File: config.mk
export PLATFORM = sky130hd
export DESIGN_NAME = rr_bus_arbiter
export DESIGN_NICKNAME = d
export VERILOG_FILES = /design/src/rtl/rr_bus_arbiter_pkg.sv /design/src/rtl/rr_bus_arbiter_rr_pick.sv /design/src/rtl/rr_bus_arbiter.sv
export SDC_FILE = /design/constraint.sdc
export NUM_CORES = 1
export LEC_CHECK = 0
export ABC_AREA = 1
export BUFFER_PORTS_ARGS = -buffer_cell sky130_fd_sc_hd__buf_2
export CAP_MARGIN = 20
export CORE_ASPECT_RATIO = 1.4
export CORE_MARGIN = 10
export CORE_UTILIZATION = 44
export CTS_BUF_LIST = sky130_fd_sc_hd__clkbuf_16
export DETAILED_ROUTE_END_ITERATION = 8
export PLACE_DENSITY = 0.87
export SLEW_MARGIN = 20
export SYNTH_ARGS = -nofsm -noshare
export SYNTH_HDL_FRONTEND = slang
export SYNTH_HIERARCHICAL = 1
export SYNTH_SLANG_ARGS = --single-unit
File: constraint.sdc
create_clock -name clk -period 2.35 [get_ports clk]
set_clock_uncertainty 0.05 [all_clocks]
set_input_delay 0.235 -clock clk [delete_from_list [all_inputs] [get_ports clk]]
set_output_delay 0.235 -clock clk [all_outputs]
set_load 0.01 [all_outputs]
File: src/rtl/rr_bus_arbiter_pkg.sv
// Shared types and helpers for the round-robin bus arbiter.
package rr_bus_arbiter_pkg;

  typedef enum logic {
    ARB  = 1'b0,
    LOCK = 1'b1
  } arb_state_t;

  // Channel index width; never narrower than one bit so a 2..N channel
  // build always has a usable index.
  function automatic int ch_w_f(input int n_ch);
    return (n_ch > 2) ? $clog2(n_ch) : 1;
  endfunction

endpackage

File: src/rtl/rr_bus_arbiter_rr_pick.sv
// Combinational round-robin picker: returns the first requester at or after
// ptr, searching upward with wrap-around.
module rr_pick #(
  parameter int N_CH = 4,
  parameter int CH_W = 2
) (
  input  logic [N_CH-1:0] req,
  input  logic [CH_W-1:0] ptr,
  output logic [N_CH-1:0] gnt_oh,
  output logic [CH_W-1:0] idx,
  output logic            any
);

  localparam logic [CH_W:0] N_CH_W = (CH_W+1)'(N_CH);

  logic [2*N_CH-1:0] req_dbl;
  logic [N_CH-1:0]   req_rot;
  logic [CH_W-1:0]   off;
  logic [CH_W:0]     sum;
  logic              found;

  // Rotate the doubled request vector so ptr lands at bit 0, take the lowest
  // set bit as an offset, then rotate the offset back to a channel index.
  always_comb begin
    req_dbl = {req, req};
    req_rot = N_CH'(req_dbl >> ptr);
    any     = |req;
    off     = '0;
    found   = 1'b0;
    for (int i = 0; i < N_CH; i++) begin
      if (req_rot[i] && !found) begin
        found = 1'b1;
        off   = CH_W'(i);
      end
    end
    sum = {1'b0, ptr} + {1'b0, off};
    if (sum >= N_CH_W) sum = sum - N_CH_W;
    idx    = sum[CH_W-1:0];
    gnt_oh = '0;
    if (any) gnt_oh[idx] = 1'b1;
  end

endmodule

File: src/rtl/rr_bus_arbiter.sv
// N-channel round-robin arbiter merging valid/ready streams onto one bus,
// with optional packet locking and a registered output stage.
module rr_bus_arbiter
  import rr_bus_arbiter_pkg::*;
#(
  parameter int N_CH     = 4,
  parameter int DATA_W   = 32,
  parameter bit PKT_LOCK = 1'b1
) (
  input  logic                          clk,
  input  logic                          reset,
  input  logic [N_CH-1:0]               ch_en,
  input  logic [N_CH-1:0]               ch_valid,
  input  logic [N_CH-1:0][DATA_W-1:0]   ch_data,
  input  logic [N_CH-1:0]               ch_last,
  output logic [N_CH-1:0]               ch_ready,
  output logic                          out_valid,
  output logic [DATA_W-1:0]             out_data,
  output logic                          out_last,
  output logic [ch_w_f(N_CH)-1:0]       out_chan,
  input  logic                          out_ready,
  output logic                          busy
);

  localparam int              CH_W    = ch_w_f(N_CH);
  localparam logic [CH_W-1:0] LAST_CH = CH_W'(N_CH - 1);

  arb_state_t        state_q, state_d;
  logic [CH_W-1:0]   grant_q, grant_d;
  logic [N_CH-1:0]   grant_oh_q, grant_oh_d;
  logic [CH_W-1:0]   rr_ptr_q, rr_ptr_d;
  logic              out_valid_q, out_valid_d;
  logic [DATA_W-1:0] out_data_q, out_data_d;
  logic              out_last_q, out_last_d;
  logic [CH_W-1:0]   out_chan_q, out_chan_d;

  logic [N_CH-1:0]   pick_oh;
  logic [CH_W-1:0]   pick_idx;
  logic              pick_any;
  logic              out_free;
  logic              beat_acc;
  logic              pkt_end;

  // Only enabled, valid channels compete; the enable mask matters only here.
  rr_pick #(
    .N_CH (N_CH),
    .CH_W (CH_W)
  ) u_pick (
    .req    (ch_valid & ch_en),
    .ptr    (rr_ptr_q),
    .gnt_oh (pick_oh),
    .idx    (pick_idx),
    .any    (pick_any)
  );

  // Ready for the locked channel only, whenever the output register can take
  // a beat; the one-hot grant keeps ch_data out of this path entirely.
  always_comb begin
    out_free = ~out_valid_q | out_ready;
    ch_ready = '0;
    if (state_q == LOCK) ch_ready = grant_oh_q & ch_valid & {N_CH{out_free}};
    beat_acc = |ch_ready;
    pkt_end  = beat_acc & (ch_last[grant_q] | ~PKT_LOCK);
  end

  // Arbitration FSM plus output-stage load/drain.
  always_comb begin
    state_d     = state_q;
    grant_d     = grant_q;
    grant_oh_d  = grant_oh_q;
    rr_ptr_d    = rr_ptr_q;
    out_valid_d = out_valid_q & ~out_ready;
    out_data_d  = out_data_q;
    out_last_d  = out_last_q;
    out_chan_d  = out_chan_q;
    case (state_q)
      ARB: begin
        if (pick_any) begin
          grant_d    = pick_idx;
          grant_oh_d = pick_oh;
          state_d    = LOCK;
        end
      end
      LOCK: begin
        // A new beat overrides the drain, so load-and-drain keeps out_valid.
        if (beat_acc) begin
          out_valid_d = 1'b1;
          out_data_d  = ch_data[grant_q];
          out_last_d  = ch_last[grant_q];
          out_chan_d  = grant_q;
        end
        if (pkt_end) begin
          rr_ptr_d = (grant_q == LAST_CH) ? '0 : grant_q + CH_W'(1);
          state_d  = ARB;
        end
      end
      default: state_d = ARB;
    endcase
  end

  // State, grant, pointer and output registers; reset drops any partial packet.
  always_ff @(posedge clk or posedge reset) begin
    if (reset) begin
      state_q     <= ARB;
      grant_q     <= '0;
      grant_oh_q  <= '0;
      rr_ptr_q    <= '0;
      out_valid_q <= 1'b0;
      out_data_q  <= '0;
      out_last_q  <= 1'b0;
      out_chan_q  <= '0;
    end else begin
      state_q     <= state_d;
      grant_q     <= grant_d;
      grant_oh_q  <= grant_oh_d;
      rr_ptr_q    <= rr_ptr_d;
      out_valid_q <= out_valid_d;
      out_data_q  <= out_data_d;
      out_last_q  <= out_last_d;
      out_chan_q  <= out_chan_d;
    end
  end

  assign out_valid = out_valid_q;
  assign out_data  = out_data_q;
  assign out_last  = out_last_q;
  assign out_chan  = out_chan_q;
  assign busy      = (state_q == LOCK);

endmodule

* After elaboration in Yosys (flattened, before gate mapping)
Cells that the tools add are included.
** Storage, ports and cells
- Flip-flop bits (word level) :: 45
- Input bits :: 143
- Word-level logic and storage cells :: 58
** Cells by class
- $add $sub $neg :: 3
- Magnitude comparators :: 4
- Eq/ne operators :: 1
- Shift operators :: 1
- Mux-type cells :: 20
- Bitwise gates (word level) :: 9
- Reductions and logical operators :: 12
** Operator list (number)
- binary-select mux 32 bit (select 2 bit) :: 1
- 2-to-1 mux 32 bit :: 1
- bitwise AND 4 bit :: 3
- 2-to-1 mux 1 bit :: 10
- 2-to-1 mux 2 bit :: 4
- OR reduction 4 bit :: 2
- right shift 8 x 2 -> 4 bit :: 1
- < comparator 2 x 3 -> 1 bit (second input constant) :: 2
- AND reduction 2 bit :: 3
- logical AND 1 bit :: 4
- 2-to-1 mux 4 bit :: 1
- adder 2 x 2 -> 3 bit :: 1
- >= comparator 3 bit (second input constant) :: 1
- logical NOT 1 bit :: 3
- NOT 1 bit :: 3
- adder 2 x 1 -> 2 bit (second input constant) :: 1
- bitwise AND 1 bit :: 2
- binary-select mux 1 bit (select 2 bit) :: 1
- demux 1 bit (select 2 bit) :: 1
- == test 2 bit (second input constant) :: 1
- >= comparator 2 x 1 -> 1 bit (second input constant) :: 1
- one-hot mux 1 bit (2 select lines) :: 1
- subtractor 2 x 1 -> 2 bit (second input constant) :: 1
- OR 1 bit :: 1

* Depth between registers and ports, before layout
Gate-level depths: netlist of the first run.
- Depth in word-level cells :: 19
- Mapped depth :: 14
- Mapped depth without buffers :: 14

* Modules after synthesis
Netlist of the first run, hierarchy kept.
** Modules (own cells, without submodules)
- rr_bus_arbiter :: times used 1, cells each 396, area each 2772.7 sq um
- rr_pick :: times used 1, cells each 44, area each 250.2 sq um

* Least setup slack after synthesis of the first run
OpenSTA, ideal clock, no wires.
- Kind :: register -> register
- Start :: reg rr_ptr_q[0]
- End :: reg grant_oh_q[2]
- Library setup time :: 125 ps
- Arrival :: 1768 ps
- Required time :: 2175 ps
- Setup slack :: 407 ps
- Stages on the path, launching flop included :: 12
- Buffers on the path :: 0
- Clock period less this slack :: 1943 ps
- Cells stage by stage :: dfrtp_1 inv_2 nand2_1 nand3_1 nand2_1 a21boi_1 ha_1 xnor2_1 inv_1 nand2_4 a21oi_1 mux2_2
** Between the ends
- Word-level cells in the longest chain between the ends :: 18
- Elaborated cells between the ends (all ways) :: 22
- Those cells by class :: 2 x add/sub; 3 x order compare; 1 x shift; 9 x mux; 7 x reduce/logical
** RTL lines
- start: declaration :: RTL line rr_bus_arbiter.sv:31 : logic [CH_W-1:0] rr_ptr_q, rr_ptr_d;
- start signal: assignment :: RTL line rr_bus_arbiter.sv:116 : rr_ptr_q <= rr_ptr_d;
- right shift 8 x 2 -> 4 bit :: RTL line rr_bus_arbiter_rr_pick.sv:26 : req_rot = N_CH'(req_dbl >> ptr);
- 2-to-1 mux 1 bit :: RTL line rr_bus_arbiter_rr_pick.sv:31 : if (req_rot[i] && !found) begin
- logical NOT 1 bit :: RTL line rr_bus_arbiter_rr_pick.sv:31
- logical AND 1 bit :: RTL line rr_bus_arbiter_rr_pick.sv:31
- 2-to-1 mux 1 bit :: RTL line rr_bus_arbiter_rr_pick.sv:31
- logical NOT 1 bit :: RTL line rr_bus_arbiter_rr_pick.sv:31
- logical AND 1 bit :: RTL line rr_bus_arbiter_rr_pick.sv:31
- 2-to-1 mux 1 bit :: RTL line rr_bus_arbiter_rr_pick.sv:31
- [... 3 more ...]
- adder 2 x 2 -> 3 bit * :: RTL line rr_bus_arbiter_rr_pick.sv:36 : sum = {1'b0, ptr} + {1'b0, off};
- >= comparator 3 bit or subtractor 2 x 1 -> 2 bit (tied branches) :: RTL line rr_bus_arbiter_rr_pick.sv:37 : if (sum >= N_CH_W) sum = sum - N_CH_W;
- 2-to-1 mux 2 bit * :: RTL line rr_bus_arbiter_rr_pick.sv:37
- < comparator 2 x 3 -> 1 bit (implied by the code) or >= comparator 2 x 1 -> 1 bit (tied branches) :: RTL line rr_bus_arbiter_rr_pick.sv:40 : if (any) gnt_oh[idx] = 1'b1;
- logical AND 1 bit (implied by the code) :: RTL line rr_bus_arbiter_rr_pick.sv:40
- 2-to-1 mux 1 bit (implied by the code) :: RTL line rr_bus_arbiter_rr_pick.sv:40
- demux 1 bit (select 2 bit) *
- net pick_oh[2] :: RTL line rr_bus_arbiter.sv:37 : logic [N_CH-1:0] pick_oh;
- end signal: assignment :: RTL line rr_bus_arbiter.sv:115 : grant_oh_q <= grant_oh_d;
- end: declaration :: RTL line rr_bus_arbiter.sv:30 : logic [N_CH-1:0] grant_oh_q, grant_oh_d;
Mark *: on every way through the listed nets, which the timed path passes. The rest lies on a longest branch.
A chain may end at the register's enable or synchronous reset.

* Worst setup path in the final report of the first run
- Start :: reg rr_ptr_q[0]
- End :: reg grant_oh_q[3]
The elaborated chain is that of the path after synthesis.

==> results of run 1 <==
[metrics by stage]
step | instance area, um^2 | std cells
2_1_floorplan | 3020 | 440
3_3_place_gp | 3930 | 695
3_5_place_dp | 3930 | 695
4_1_cts | 4140 | 704
5_1_grt | 4140 | 704
6_report | 4140 | 704
[final cells by class]
class / instances / area share (%)
Clock buffer: 5 / 3.03
Timing Repair Buffer: 191 / 24.3
Tap cell: 92 / 2.78
Clock inverter: 3 / 1.66
Multi-Input combinational cell: 348 / 39.1
Inverter: 20 / 1.94
Sequential cell: 45 / 27.3
[state kept, by name, indices dropped and copies added, names as in the netlist]
name        cells
out_valid       1
out_chan        2
grant_oh_q      4
rr_ptr_q        2
busy            1
out_data       32
grant_q         2
out_last        1
[final timing paths]
path,startpoint,to,slack (ns),cells after the start
setup / recovery,rr_ptr_q[0],grant_oh_q[3],0.14,12
hold / removal,out_ready,out_valid,0.16,4
setup reg to reg,rr_ptr_q[0],grant_oh_q[3],0.14,12
hold reg to reg,out_data[8],out_data[8],0.41,2
max in group asynchronous,reset,grant_q[0],1.25,4
min in group asynchronous,reset,out_data[22],0.49,3
[placed cells by master (no fill, tap or decap), types with 6 or more instances in the layout]
cell     synthesis  routed
buf_2            6     183
nand2_1        135     135
nor2_1          77      77
o21ai_0         62      62
dfrtp_1         45      44
o22ai_1         32      32
inv_1           13      12
nand3_1         11      11
inv_2            6       7
nand2_2          6       6
[cell families (layout without fill, tap and decap cells)]
family                     Yosys count  after routing
DFF                                 45             45
muxes                                4              4
AOI/OAI and AO/OA                  106            106
adders and majority gates            2              2
buffers and inverters               47            219
and+or+nand+nor                    235            235
xor gates and xnor gates             1              1
[worst register-to-register path, cell delays in order, from the launching register on]
cell and delay [ns]:
dfrtp_1 0.48, inv_2 0.09, nand2_1 0.12, nand3_1 0.09
nand2_1 0.11, nand3_1 0.10, a21boi_1 0.14, ha_1 0.18
xnor2_1 0.18, inv_1 0.13, nand2_4 0.11, a21oi_1 0.06
mux2_2 0.25
[repair_timing]
item,in CTS,in global routing
hold buffers,1,0
endpoints found under the setup margin,0,0
endpoints found under the hold margin,22,0
[per-layer routing]
metal | vias up | track usage [%] | wire length, um
met4 | 0 | 6.69 | 327
met5 | - | 0 | 0
li1 | 1780 | - | -
met1 | 1647 | 20.5 | 4000
met2 | 196 | 34.9 | 5690
met3 | 35 | 5.23 | 863
[power by group through the flow]
stage	logic, mW	clock network (mW)	registers (mW)
5_1_grt	3.68	0.963	1.46
3_5_place_dp	3.26	0	1.41
2_1_floorplan	2.33	0	1.52
6_report	3.27	0.913	1.41
3_3_place_gp	3.13	0	1.40
4_1_cts	3.27	0.935	1.41
==> results.md, run 1 <==
- Min-delay worst type: input port to flop
- Compound-Gate Fraction of Synth Area: 19.3%
- CP max stage delay: 0.48 ns
- Drt first pass iters: 5
- Critical Path Start Type: flop
- Area grow syn2layout: 36.8%
- Seq/Total Area, Yosys: 37.3%
- Tightest Pin Transition: 0.586 ns
- Final HPWL DP: 8.44 mm
- Drc violations: 0
- Clk pwr share: 16.3%
- Number of synthesized flops with an enable pin: 0
- Hold_ws: around 0.16 ns
- Largest family of logic cells by synthesized area: simple AND/OR/NAND/NOR gates
- Place WS: 0.210 ns
- Clock Sinks: 45
- Cts bufs inserted: 5
- Layout cells sized above 1: 36.9%
- Count leader, synth: nand2_1
- Max stage delay cell, worst path: dfrtp_1
- Clock root cell: clkbuf_16
- Peak VDD IR: 0.658 mV
- Yosys reg bits: 45
- Top_reg_cell synth: dfrtp_1
- Hold Violations, Final: 0
- Area occupied by multi-input gates: 1620 um^2
- Final setup vio count: 0
- IO Port Bufs: 183
- Fin. max-slew vios: 0
- # diodes: 0
- Pleak: 2.32 nW
- Mux contribution to synthesized area: 1.49%
- Width of the die: approximately 90 um
- Nets: 756
- Most frequent cells after synthesis: nand2_1 (135), nor2_1 (77), o21ai_0 (62), dfrtp_1 (45), o22ai_1 (32)
- Clock latency on the worst-skew pair: ~0.28 ns
- TNS Setup: 0 ns
- Kind of critical path: flop to flop
- Status: finished clean
- Max cap viols: 0
- P_int: 2.97 mW
- Starting Density: 45.4%
- Post-Syn Nets: 585
- Synth Area in XOR/XNOR: less than 1%
- CTS tree: built
- CP max FO: 7
- Vias per cell: 5.20
- Iter 0 DRT Violations: 261
- First-pass GRT wire length: between 15 and 20 mm
- RSZ-0062 raised after global routing: no
- Worst EP required: 2.47 ns
- Core area: 6660 um^2
- Final core area utilization: around 62%
- Comb pwr share: 58.5%
- Register share of total power: 25.2%
- Syn. warnings: 6
- Wire per inst: 15.5 um
- Post-CTS Resized: 0
- Period utilization: between 90 and 100%
- Total track usage: 19.2%
- Grt ovf: 0
- Post-Synth Adder-Cell Area: 0.828%
- Mapped cell area: 3020 um^2
- Yosys top cell area share: 37.3%
- Initial antenna violation count: 0
- Number of global-route vias before repair: 3665
- Async S/R FF share, synth: 100%
- Die Height: 118 um
- RD Place Congestion: 0.868
- Rel. slew slack: 60.9%
- Row count: 35
- Sw power: 2.63 mW
- Largest net degree at the start of global routing: 40
- Area contributors post-synth: dfrtp_1 (37%), nand2_1 (17%), o21ai_0 (10%)
- Syn_area_per_cell: 6.87 um^2
- IO Pins: 184
- Fill cell total of the finished layout: between 600 and 700
- Synth unique cells: 26
- Register area: ~1100 um^2
- Crit path DAT: approximately 2.3 ns
- Vias: around 3700
- Die area: 10600 um^2
- FMAX: 453 MHz
- Sw Share: 47.0%
- Yosys top cell by area: dfrtp_1
- Fin worst setup slack: 0.141 ns
- DRT antenna net count: 0
- Worst Path Buf+Inv: 2
- Total Wirelength: 10.9 mm
- Pwr dens: between 1000 and 1500 nW/um^2
- Synth Instances: 440
- Delay-heaviest family, CP: simple AND/OR/NAND/NOR gates
- Worst-path clk slew: 0.06 ns
- # Post-CTS Setup Buffers: 0
- Crit-path cells: inv_2, nand2_1, nand3_1, nand2_1, nand3_1, a21boi_1, ha_1, xnor2_1, inv_1, nand2_4, a21oi_1, mux2_2
- Simple-gate share of the synthesized area: 31.5%
- Post-layout min period: 2.21 ns
- Total Power: roughly 5.6 mW
- Clock Tree Buf Depth: 2
- H-tree depth: 2
- Worst setup EP type: flop
Note: power is estimated with default switching activity, not from simulation.
==> run 2, diff against run 1 <==
--- a/config.mk
+++ b/config.mk
@@ -14,6 +14,7 @@
 export CTS_BUF_LIST = sky130_fd_sc_hd__clkbuf_16
 export DETAILED_ROUTE_END_ITERATION = 8
 export PLACE_DENSITY = 0.87
+export RECOVER_POWER = 50
 export SLEW_MARGIN = 20
 export SYNTH_ARGS = -nofsm -noshare
 export SYNTH_HDL_FRONTEND = slang
==> results.md, run 2 (same netlist as run 1, synthesis figures left out) <==
- Max cap viols: 0
- Place WS: approximately 0.21 ns
- Clock latency on the worst-skew pair: between 0.2 and 0.3 ns
- # diodes: 0
- RD Place Congestion: 0.868
- Tightest Pin Transition: 0.891 ns
- Total track usage: 19.2%
- DRT antenna net count: 0
- CP max FO: 7
- Total Wirelength: 10.9 mm
- Clock Tree Buf Depth: 2
- Post-layout min period: about 2.2 ns
- CP max stage delay: 0.48 ns
- Crit-path cells: inv_2, nand2_1, nand3_1, nand2_1, nand3_1, a21boi_1, ha_1, xnor2_1, inv_1, nand2_4, a21oi_1, mux2_2
- Wire per inst: 15.4 um
- CTS tree: built
- Core area: between 6000 and 7000 um^2
- Commonest non-fill, non-tap cell in the layout: buf_2
- Rel. slew slack: 40.5%
- Clock Sinks: 45
- Hold Violations, Final: 0
- IO Pins: 184
- Max reg flops: 32
- Width of the die: 90.1 um
- Period utilization: ~94%
- H-tree depth: 2
- Fill cell total of the finished layout: 631
- Final HPWL DP: 8.44 mm
- Pwr dens: 1350 nW/um^2
- Largest net degree at the start of global routing: 40
- Most frequent cells in the layout: buf_2 (146), nand2_1 (135), nor2_1 (77)
- Critical Path Start Type: flop
- Vias per cell: between 5 and 6
- Layout cells sized above 1: 30.7%
- Nets: 756
- Fin. max-slew vios: 0
- Status: finished clean
- Row count: 35
- Grt ovf: 0
- Worst EP required: 2.47 ns
- Area grow syn2layout: 34.8%
- Fin worst setup slack: 0.136 ns
- Peak VDD IR: around 0.65 mV
- First-pass GRT wire length: 17.3 mm
- Final core area utilization: 61.2%
- Worst setup EP type: flop
- Worst-path clk slew: 0.06 ns
- Die area: 10600 um^2
- TNS Setup: 0 ns
- Kind of critical path: flop to flop
- FMAX: 452 MHz
- Initial antenna violation count: 0
- Final setup vio count: 0
- Max stage delay cell, worst path: dfrtp_1
- Iter 0 DRT Violations: 238
- Min-delay worst type: input port to flop
- Drc violations: 0
- Cts bufs inserted: 5
- Number of global-route vias before repair: 3665
- Drt first pass iters: 6
- # Post-CTS Setup Buffers: 0
- Crit path DAT: 2.34 ns
- Starting Density: roughly 45%
- Pleak: 2.19 nW
- RSZ-0062 raised after global routing: no
- Vias: roughly 3700
- IO Port Bufs: about 180
- Die Height: 118 um
- Clock root cell: clkbuf_16
==> run 2: metrics by stage <==
step           instances  instance area [um^2]  hold WS, ns  power, mW
5_1_grt              704                  4070        0.151       6.03
2_1_floorplan        440                  3020        0.352       3.85
4_1_cts              704                  4140        0.148       5.61
6_report             704                  4070        0.161       5.52
3_3_place_gp         695                  3930        0.242       4.52
3_5_place_dp         695                  3930        0.258       4.68
==> run 2: final timing paths <==
kind / startpoint / endpoint / slack [ns] / depth (start not counted)
max in group asynchronous: reset / grant_q[0] / 0.51 / 4
worst min register to register: out_data[8] / out_data[8] / 0.42 / 2
min in group asynchronous: reset / out_data[22] / 0.64 / 3
worst max-delay path: rr_ptr_q[0] / grant_oh_q[3] / 0.14 / 12
worst min-delay path: out_ready / out_valid / 0.16 / 4
worst max register to register: rr_ptr_q[0] / grant_oh_q[3] / 0.14 / 12
==> run 2: layout make-up <==
type	count	area, um^2	area share (%)
Timing Repair Buffer	191	942	23.1
Clock buffer	5	125	3.07
Inverter	20	80.1	1.97
Tap cell	92	115	2.83
Multi-Input combinational cell	348	1620	39.6
Clock inverter	3	68.8	1.69
Sequential cell	45	1130	27.7
==> run 2: power breakdown <==
group | internal (mW) | switching (mW)
logic | 1.12 | 2.07
registers | 1.16 | 0.265
clock network | 0.613 | 0.300
==> run 2: repair_timing <==
| action | in CTS | in global routing |
|---|---|---|
| resized for setup | 0 | 0 |
| hold endpoints to repair | 22 | 0 |
| hold buffers | 1 | 0 |
==> run 2: metal layers <==
metal	wire, um	up-vias	track usage (%)	part of all wire (%)
li1	-	1774	-	-
met1	4080	1651	20.5	38
met2	5650	196	34.9	52
met3	832	34	5.23	7.7
met4	299	0	6.69	2.8
met5	0	-	0	0
==> run 2: worst max-delay path: cells and delay by family, from the launching register on <==
family / cells / cell delay (ns)
buf+inv: 2 / 0.22
mux: 1 / 0.25
simple gates: 5 / 0.51
flops: 1 / 0.48
fa+ha+maj: 1 / 0.19
xor+xnor: 1 / 0.19
compound gates: 2 / 0.21
